### config.mk
export PLATFORM = sky130hd
export DESIGN_NAME = n101_async_reset_reg_vec_shadow
export DESIGN_NICKNAME = d
export VERILOG_FILES = /design/src/rtl/n101_perips_pkg.sv /design/src/rtl/n101_reg_wmode_lane.sv /design/src/rtl/n101_async_reset_reg_vec_shadow.sv
export SDC_FILE = /design/constraint.sdc
export NUM_CORES = 1
export LEC_CHECK = 0
export BUFFER_PORTS_ARGS = -buffer_cell sky130_fd_sc_hd__buf_2
export CORE_MARGIN = 2
export CORE_UTILIZATION = 50
export CTS_BUF_LIST = sky130_fd_sc_hd__clkbuf_8
export DETAILED_ROUTE_END_ITERATION = 10
export GPL_ROUTABILITY_DRIVEN = 0
export HOLD_SLACK_MARGIN = 0.02
export PLACE_DENSITY = 0.86
export REMOVE_ABC_BUFFERS = 1
export SETUP_SLACK_MARGIN = 0.3
export SLEW_MARGIN = 0
export SYNTH_ARGS = -nofsm -noshare
export SYNTH_HDL_FRONTEND = slang
export SYNTH_SLANG_ARGS = --single-unit
### constraint.sdc
create_clock -name clock -period 3.1 [get_ports clock]
set_input_delay 0.155 -clock clock [delete_from_list [all_inputs] [get_ports clock]]
set_output_delay 0.155 -clock clock [all_outputs]
set_load 0.02 [all_outputs]
### src/rtl/n101_perips_pkg.sv
// Shared definitions for the perips register cells: write-mode encodings,
// byte-lane geometry and a helper for deriving strobe width.
package n101_perips_pkg;

    localparam int LANE_W = 8;

    typedef enum logic [1:0] {
        WR_WRITE  = 2'b00,
        WR_SET    = 2'b01,
        WR_CLEAR  = 2'b10,
        WR_TOGGLE = 2'b11
    } wr_mode_e;

    // Number of byte lanes needed to cover a register of width w.
    function automatic int strb_width(input int w);
        return (w + LANE_W - 1) / LANE_W;
    endfunction

endpackage

### src/rtl/n101_reg_wmode_lane.sv
// One byte lane of the write-mode datapath. Purely combinational: given the
// current lane value and the write operand, produce the lane's next value.
// LW may be less than 8 for the partial top lane of a narrow register.
module n101_reg_wmode_lane
    import n101_perips_pkg::*;
#(
    parameter int LW = 8
) (
    input  wr_mode_e        i_mode,
    input  logic            i_strb,
    input  logic [LW-1:0]   i_q,
    input  logic [LW-1:0]   i_d,
    output logic [LW-1:0]   o_next
);

    // Apply the selected read-modify-write operation when the lane is enabled.
    always_comb begin
        o_next = i_q;
        if (i_strb) begin
            case (i_mode)
                WR_WRITE:  o_next = i_d;
                WR_SET:    o_next = i_q | i_d;
                WR_CLEAR:  o_next = i_q & ~i_d;
                WR_TOGGLE: o_next = i_q ^ i_d;
                default:   o_next = i_q;
            endcase
        end
    end

endmodule

### src/rtl/n101_async_reset_reg_vec_shadow.sv
// Software/hardware register with optional shadow (double-buffered) stage.
// Software writes go to the shadow and are copied to the active value on
// commit; a hardware update overrides everything and loads both copies.
// With SHADOW_EN=0 the shadow collapses onto the active register.
module n101_async_reset_reg_vec_shadow
    import n101_perips_pkg::*;
#(
    parameter int              WIDTH     = 32,
    parameter logic [WIDTH-1:0] RESET_VAL = '0,
    parameter bit              SHADOW_EN = 1'b1,
    localparam int             STRB_W    = strb_width(WIDTH)
) (
    input  logic              clock,
    input  logic              reset,
    input  logic              io_wr_en,
    input  logic [1:0]        io_wr_mode,
    input  logic [WIDTH-1:0]  io_wr_data,
    input  logic [STRB_W-1:0] io_wr_strb,
    input  logic              io_hw_en,
    input  logic [WIDTH-1:0]  io_hw_data,
    input  logic              io_commit,
    output logic [WIDTH-1:0]  io_q,
    output logic [WIDTH-1:0]  io_shadow_q,
    output logic              io_pending,
    output logic              io_changed
);

    logic [WIDTH-1:0] r_active;
    logic [WIDTH-1:0] r_shadow;
    logic             r_pending;
    logic             r_changed;

    wr_mode_e         w_mode;
    logic [WIDTH-1:0] w_op_q;
    logic [WIDTH-1:0] w_wr_result;
    logic [WIDTH-1:0] w_active_next;
    logic [WIDTH-1:0] w_shadow_next;
    logic             w_pending_next;
    logic             w_changed_next;

    assign w_mode = wr_mode_e'(io_wr_mode);

    // Software writes modify the shadow when buffering, else the active copy.
    assign w_op_q = SHADOW_EN ? r_shadow : r_active;

    // Per-lane write datapath; the top lane is trimmed to the bits that exist.
    for (genvar gi = 0; gi < STRB_W; gi++) begin : g_lane
        localparam int LO = gi * LANE_W;
        localparam int LW = ((WIDTH - LO) >= LANE_W) ? LANE_W : (WIDTH - LO);

        n101_reg_wmode_lane #(
            .LW (LW)
        ) u_lane (
            .i_mode (w_mode),
            .i_strb (io_wr_strb[gi]),
            .i_q    (w_op_q[LO +: LW]),
            .i_d    (io_wr_data[LO +: LW]),
            .o_next (w_wr_result[LO +: LW])
        );
    end

    // Next-state selection: hardware update wins, then write, then commit.
    // Commit takes the shadow's post-write value so write+commit lands at once.
    always_comb begin
        w_active_next  = r_active;
        w_shadow_next  = r_shadow;
        w_pending_next = r_pending;
        if (SHADOW_EN) begin
            if (io_hw_en) begin
                w_active_next  = io_hw_data;
                w_shadow_next  = io_hw_data;
                w_pending_next = 1'b0;
            end else begin
                if (io_wr_en) begin
                    w_shadow_next = w_wr_result;
                end
                if (io_commit) begin
                    w_active_next  = w_shadow_next;
                    w_pending_next = 1'b0;
                end else if (io_wr_en) begin
                    w_pending_next = 1'b1;
                end
            end
        end else begin
            w_pending_next = 1'b0;
            if (io_hw_en) begin
                w_active_next = io_hw_data;
            end else if (io_wr_en) begin
                w_active_next = w_wr_result;
            end
            w_shadow_next = w_active_next;
        end
    end

    // Pulse only when the active value actually moves; reset release keeps
    // r_active at RESET_VAL, so it cannot generate a pulse.
    assign w_changed_next = (w_active_next != r_active);

    // State registers with asynchronous reset.
    always_ff @(posedge clock or posedge reset) begin
        if (reset) begin
            r_active  <= RESET_VAL;
            r_shadow  <= RESET_VAL;
            r_pending <= 1'b0;
            r_changed <= 1'b0;
        end else begin
            r_active  <= w_active_next;
            r_shadow  <= w_shadow_next;
            r_pending <= w_pending_next;
            r_changed <= w_changed_next;
        end
    end

    assign io_q        = r_active;
    assign io_shadow_q = SHADOW_EN ? r_shadow : r_active;
    assign io_pending  = r_pending;
    assign io_changed  = r_changed;

endmodule
Word-level counts from Yosys, hierarchy flattened
Cells that the tools add are included.
Storage, ports and cells
  bits in registers: 66
  bits of input ports: 75
  word-level logic and storage cells: 41
Cells by class
  eq/ne operators: 4
  multiplexer cells: 15
  bitwise operators: 16
  reductions and logical operators: 2
Operators by type and width (count)
  32-bit two-way mux: 4
  8-bit case mux with 4 select lines: 4
  8-bit AND: 4
  8-bit two-way mux: 4
  32-bit inequality test: 1
  8-bit NOT: 4
  8-bit OR: 4
  8-bit bitwise XOR: 4
  2-bit equality test, second input constant: 2
  1-bit two-way mux: 3
  3-bit nonzero test: 1
  2-bit by 1-bit equality test with 1-bit output, second input constant: 1
  2-bit zero test: 1

Depth between registers and ports, before layout
  depth in word-level cells: 8
  depth in mapped cells: 10
  gate-level depth less buffers: 9

Modules after synthesis
A second synthesis with hierarchy kept.
Unflattened totals
  cells, all modules: 734
  area total of the unflattened synthesis: 6177.2 um^2
By module, submodules not included
  n101_async_reset_reg_vec_shadow: times used 1, cells each 418, area an instance 3829.9 um^2, sequential area each 1651.6 um^2
  n101_reg_wmode_lane: times used 4, cells each 79, area an instance 586.8 um^2, sequential area each 0.0 um^2

Least setup slack after synthesis
Ideal clock, no wire load.
  kind: reg-to-reg
  from: register r_shadow[31] (netlist: io_shadow_q[31])
  to: register r_changed (netlist: io_changed)
  setup time: 0.148 ns
  arrival: 2.234 ns
  required time: 2.952 ns
  setup slack: 0.718 ns
  cell stages (with the launch flop): 9
  path buffers: 0
  clock period less this slack: 2.382 ns
  path through: dfrtp_1 -> inv_1 -> ha_1 -> mux4_2 -> nor3b_1 -> a2111oi_0 -> a41oi_1 -> a221oi_1 -> nand4_1
Between the ends
  word-level cells in the longest chain between the ends: 7
  elaborated cells between the ends (all ways): 9
RTL lines
  start: declaration: line n101_async_reset_reg_vec_shadow.sv:29  | logic [WIDTH-1:0] r_shadow;
  start signal: assignment: line n101_async_reset_reg_vec_shadow.sv:108  | r_shadow <= w_shadow_next;
  8-bit bitwise XOR, or another cell as far along: line n101_reg_wmode_lane.sv:24  | WR_TOGGLE: o_next = i_q ^ i_d;
  8-bit case mux with 4 select lines: line n101_reg_wmode_lane.sv:20  | case (i_mode)
  8-bit two-way mux: line n101_reg_wmode_lane.sv:19  | if (i_strb) begin
  32-bit two-way mux *: line n101_async_reset_reg_vec_shadow.sv:74  | if (io_wr_en) begin
  32-bit two-way mux *: line n101_async_reset_reg_vec_shadow.sv:77  | if (io_commit) begin
  32-bit two-way mux *: line n101_async_reset_reg_vec_shadow.sv:69  | if (io_hw_en) begin
  32-bit inequality test *: line n101_async_reset_reg_vec_shadow.sv:97  | assign w_changed_next = (w_active_next != r_active);
  named net w_changed_next: line n101_async_reset_reg_vec_shadow.sv:39  | logic w_changed_next;
  end signal: assignment: line n101_async_reset_reg_vec_shadow.sv:110  | r_changed <= w_changed_next;
  end: declaration: line n101_async_reset_reg_vec_shadow.sv:31  | logic r_changed;
Mark *: on every way through the listed nets, which the timed path passes. The rest lies on a longest branch.
A chain may end at the register's enable or synchronous reset.

Worst setup path after layout
  from: register r_shadow[8] (netlist: io_shadow_q[8])
  to: register r_changed (netlist: io_changed)
Same word-level chain as after synthesis.

==> metrics.txt <==
# TYPE chip_impl_metric gauge
chip_impl_metric{name="tritoncts_num_sinks",unit=""} 66
chip_impl_metric{name="clock_slew_at_the_register_clock_pins_of_the_worst_setup_and_hold_paths",unit="ns"} 0.07
chip_impl_metric{name="cellLeakagePower",unit="uW"} 0.00357
chip_impl_metric{name="data_arrival_time_of_the_critical_path",unit="ns"} 2.95
chip_impl_metric{name="powerDensity",unit="nW/um2"} 391
chip_impl_metric{name="finish.utilization",unit="%"} 59.0
chip_impl_metric{name="synth-edff-count",unit=""} 0
chip_impl_metric{name="synth.yosys.warnings",unit=""} 0
chip_impl_metric{name="grt_max_degree",unit=""} 85
chip_impl_metric{name="placed_cell_area",unit="um2"} 6990
chip_impl_metric{name="worst_skew_pair.late_latency",unit="ns"} 0.37
chip_impl_info{name="synth_top_area_cell",value="sky130_fd_sc_hd__dfrtp_1"} 1
chip_impl_metric{name="ioPinCount",unit=""} 141
chip_impl_info{name="end_kind",value="register"} 1
chip_impl_metric{name="post_synth_inst_count",unit=""} 729
chip_impl_metric{name="grt_pass1_wl",unit="um"} 30700
chip_impl_metric{name="vias_per_cell",unit=""} 6.17
chip_impl_metric{name="drt_iter0_drc",unit=""} 870
chip_impl_info{name="synth.area.top_cells",value="sky130_fd_sc_hd__dfrtp_1 (27%), sky130_fd_sc_hd__ha_1 (13%), sky130_fd_sc_hd__inv_1 (5.8%)"} 1
chip_impl_metric{name="die_height",unit="um"} 116
chip_impl_metric{name="dp_hpwl",unit="um"} 14900
chip_impl_info{name="timing_worst_setup_path_type",value="reg -> reg"} 1
chip_impl_metric{name="pre_cts_ws",unit="ns"} 0.444
chip_impl_info{name="synth-main-ff-cell",value="sky130_fd_sc_hd__dfrtp_1"} 1
chip_impl_metric{name="synthDominantCellAreaShare",unit="%"} 26.5
chip_impl_metric{name="final.min_clock_period",unit="ns"} 2.74
chip_impl_metric{name="n_antenna_cell",unit=""} 0
chip_impl_metric{name="worst_slew_slack_as_a_fraction_of_its_limit",unit="%"} 48.6
chip_impl_metric{name="route.detailed.drc",unit=""} 0
chip_impl_metric{name="power.switching_fraction",unit="%"} 41.1
chip_impl_info{name="start_kind",value="register"} 1
chip_impl_metric{name="share_clk_of_total_power",unit="%"} 22.0
chip_impl_metric{name="synth_async_sr_flop_share",unit="%"} 100
chip_impl_metric{name="final-max-slew-violation-count",unit=""} 0
chip_impl_info{name="synth.top_cells.by_count",value="sky130_fd_sc_hd__inv_1 (97), sky130_fd_sc_hd__dfrtp_1 (66), sky130_fd_sc_hd__ha_1 (64)"} 1
chip_impl_metric{name="irDropWorstVdd",unit="mV"} 0.302
chip_impl_metric{name="power_report.internal_total",unit="uW"} 1650
chip_impl_metric{name="final.setup_skew",unit="ns"} 0.00999
chip_impl_metric{name="grt.total_usage",unit="%"} 29.9
chip_impl_metric{name="cts-buffers-inserted",unit=""} 9
chip_impl_metric{name="starting_density_of_the_core",unit="%"} 51.5
chip_impl_metric{name="yosysSeqAreaShare",unit="%"} 26.5
chip_impl_metric{name="post_route_cell_area",unit="um2"} 7150
chip_impl_metric{name="drt-wirelength-per-cell",unit="um"} 19.4
chip_impl_metric{name="finalSetupViolations",unit=""} 0
chip_impl_metric{name="report.power.total",unit="uW"} 2800
chip_impl_metric{name="drive_gt1_share",unit="%"} 23.0
chip_impl_metric{name="antenna_left",unit=""} 0
chip_impl_metric{name="cts-htree-levels",unit=""} 3
chip_impl_metric{name="syn2layout_area_growth",unit="%"} 14.7
chip_impl_metric{name="final_critical_path_setup_slack",unit="ns"} 0.361
chip_impl_metric{name="setup_tns",unit="ns"} 0
chip_impl_metric{name="place.port_buffers",unit=""} 140
chip_impl_metric{name="antenna_found_initial",unit=""} 0
chip_impl_metric{name="synth_cell_types",unit=""} 82
chip_impl_metric{name="syn_area",unit="um2"} 6230
chip_impl_metric{name="placement_rows",unit=""} 40
chip_impl_metric{name="grt-ovfl-total",unit=""} 0
chip_impl_metric{name="detailedRoute.firstPassIterationCount",unit=""} 9
chip_impl_metric{name="critical_path_required",unit="ns"} 3.31
chip_impl_info{name="rsz0062_at_grt",value="false"} 1
chip_impl_info{name="cts-root-buf",value="sky130_fd_sc_hd__clkbuf_8"} 1
chip_impl_info{name="tritoncts_clock_tree",value="yes"} 1
chip_impl_metric{name="cts.path.max_buffers",unit=""} 2
chip_impl_metric{name="fin_nets",unit=""} 993
chip_impl_metric{name="seqPwrFrac",unit="%"} 39.2
chip_impl_metric{name="route.vias.total",unit=""} 6314
chip_impl_metric{name="detail_route.wirelength",unit="um"} 19900
chip_impl_metric{name="synth_area_per_cell",unit="um2"} 8.55
chip_impl_metric{name="final_min_period_over_clock_period",unit="%"} 88.3
chip_impl_metric{name="critical_path_peak_fanout",unit=""} 4
chip_impl_metric{name="achievable-frequency",unit="MHz"} 365
chip_impl_metric{name="die_x",unit="um"} 116
chip_impl_metric{name="total_switching_power",unit="uW"} 1150
chip_impl_metric{name="design.core.area",unit="um2"} 12100
chip_impl_info{name="run_status",value="complete, no violations"} 1
chip_impl_metric{name="pwr-share-comb",unit="%"} 38.8
chip_impl_metric{name="max_cap_viol_count",unit=""} 0
chip_impl_metric{name="final.fill_count",unit=""} 1090
chip_impl_metric{name="ys_ff_latch",unit=""} 66
chip_impl_info{name="hold_class",value="in -> reg"} 1
chip_impl_metric{name="vias_in_the_first_global_route",unit=""} 5976
chip_impl_metric{name="timing.final.hold_violations",unit=""} 0
chip_impl_metric{name="max_slew.worst_pin.slew",unit="ns"} 0.772
chip_impl_info{name="most_repeated_cell_in_the_gate_level_netlist_after_synthesis",value="sky130_fd_sc_hd__inv_1"} 1
chip_impl_metric{name="design.die.area",unit="um2"} 13400
-- layout make-up --
type                       instances  area, um2  area share (%)
timing repair buffer             154        836            11.7
multi-input combinational        523       3930            55.0
tap                              168        210            2.94
clock buffer                       9        124            1.73
inverter                         100        383            5.35
sequential                        66       1650            23.1
clock inverter                     4       16.3           0.227
-- layout by cell type, fill, tap and decap left out, drive strengths merged, types with 6 or more instances in the layout --
master	n
buf	152
inv	102
dfrtp	66
ha	64
nand2	63
o21ai	58
nor2	42
a21oi	38
mux2i	27
nor2b	23
nand3	16
mux4	12
o32ai	10
a211oi	9
clkbuf	9
nor3	8
o211ai	8
a22oi	7
xor2	7
nand4	7
a221oi	7
a2111oi	7
a31oi	6
mux2	6
a21o	6
o22ai	6
-- kinds of logic (layout without fill, tap and decap cells) --
family	after synthesis	count (layout)	synth area share, %
AO/OA/AOI/OAI	213	213	23.7
XOR/XNOR	12	12	1.69
adder cells (fa/ha/maj)	64	64	12.8
buffers and inverters	140	267	10.5
flip-flops	66	66	26.5
multiplexers	45	45	9.88
AND/OR/NAND/NOR	189	189	14.9
-- worst max-delay path, stage by stage, from the launching register on --
cell,delay [ns]
sky130_fd_sc_hd__dfrtp_1,0.39
sky130_fd_sc_hd__inv_1,0.07
sky130_fd_sc_hd__ha_1,0.27
sky130_fd_sc_hd__mux4_2,0.50
sky130_fd_sc_hd__nor3b_1,0.15
sky130_fd_sc_hd__a2111oi_0,0.42
sky130_fd_sc_hd__a41oi_1,0.21
sky130_fd_sc_hd__a221oi_1,0.41
sky130_fd_sc_hd__nand4_1,0.15
-- state kept, by name, summed over array words and instances, names as in the netlist --
register	count
io_changed	1
io_pending	1
io_shadow_q	32
io_q	32
-- routing by layer --
layer  part of all wire (%)  global-route usage [%]  vias up
met5                      0                       0        -
met4                    3.7                    14.3        0
met3                     12                    6.69       71
met2                     46                    46.6      441
met1                     38                    39.6     2950
li1                       -                       -     2852
-- timing repair --
| action | 4_1_cts | 5_1_grt |
|---|---|---|
| setup buffers | 0 | 0 |
| resized for setup | 0 | 1 |
| endpoints found under the setup margin | 0 | 1 |
| hold buffers | 2 | 0 |
| hold endpoints to repair | 23 | 0 |
-- power groups by stage --
stage          clock network, uW  registers (uW)  logic (uW)
2_1_floorplan                  0            1190         547
3_5_place_dp                   0            1110        1060
6_report                     615            1100        1090
4_1_cts                      608            1090        1070
3_3_place_gp                   0            1100        1030
5_1_grt                      642            1110        1190
-- path summary, 6_finish.rpt --
path                                     startpoint                     end  slack (ns)  cells after the start
setup / recovery           io_shadow_q[8]$_DFF_PP0_    io_changed$_DFF_PP0_        0.36                      8
hold / removal                       io_hw_data[11]      io_q[11]$_DFF_PP0_        0.02                      3
setup reg to reg           io_shadow_q[8]$_DFF_PP0_    io_changed$_DFF_PP0_        0.36                      8
hold reg to reg              io_pending$_DFFE_PP0P_  io_pending$_DFFE_PP0P_        0.54                      2
max in group asynchronous                     reset       io_q[3]$_DFF_PP0_        1.72                      4
min in group asynchronous                     reset      io_q[29]$_DFF_PP0_        0.37                      3
-- stage by stage --
| stage | hold WS, ns | std cells |
|---|---|---|
| final | 0.0182 | 1024 |
| after global routing | 0.0489 | 1024 |
| after CTS | 0.0220 | 1024 |
| after detailed placement | 0.217 | 1009 |
| after global placement | 0.205 | 1009 |
| after floorplan | 0.244 | 689 |
No activity file was read; power rests on OpenSTA's default activity.
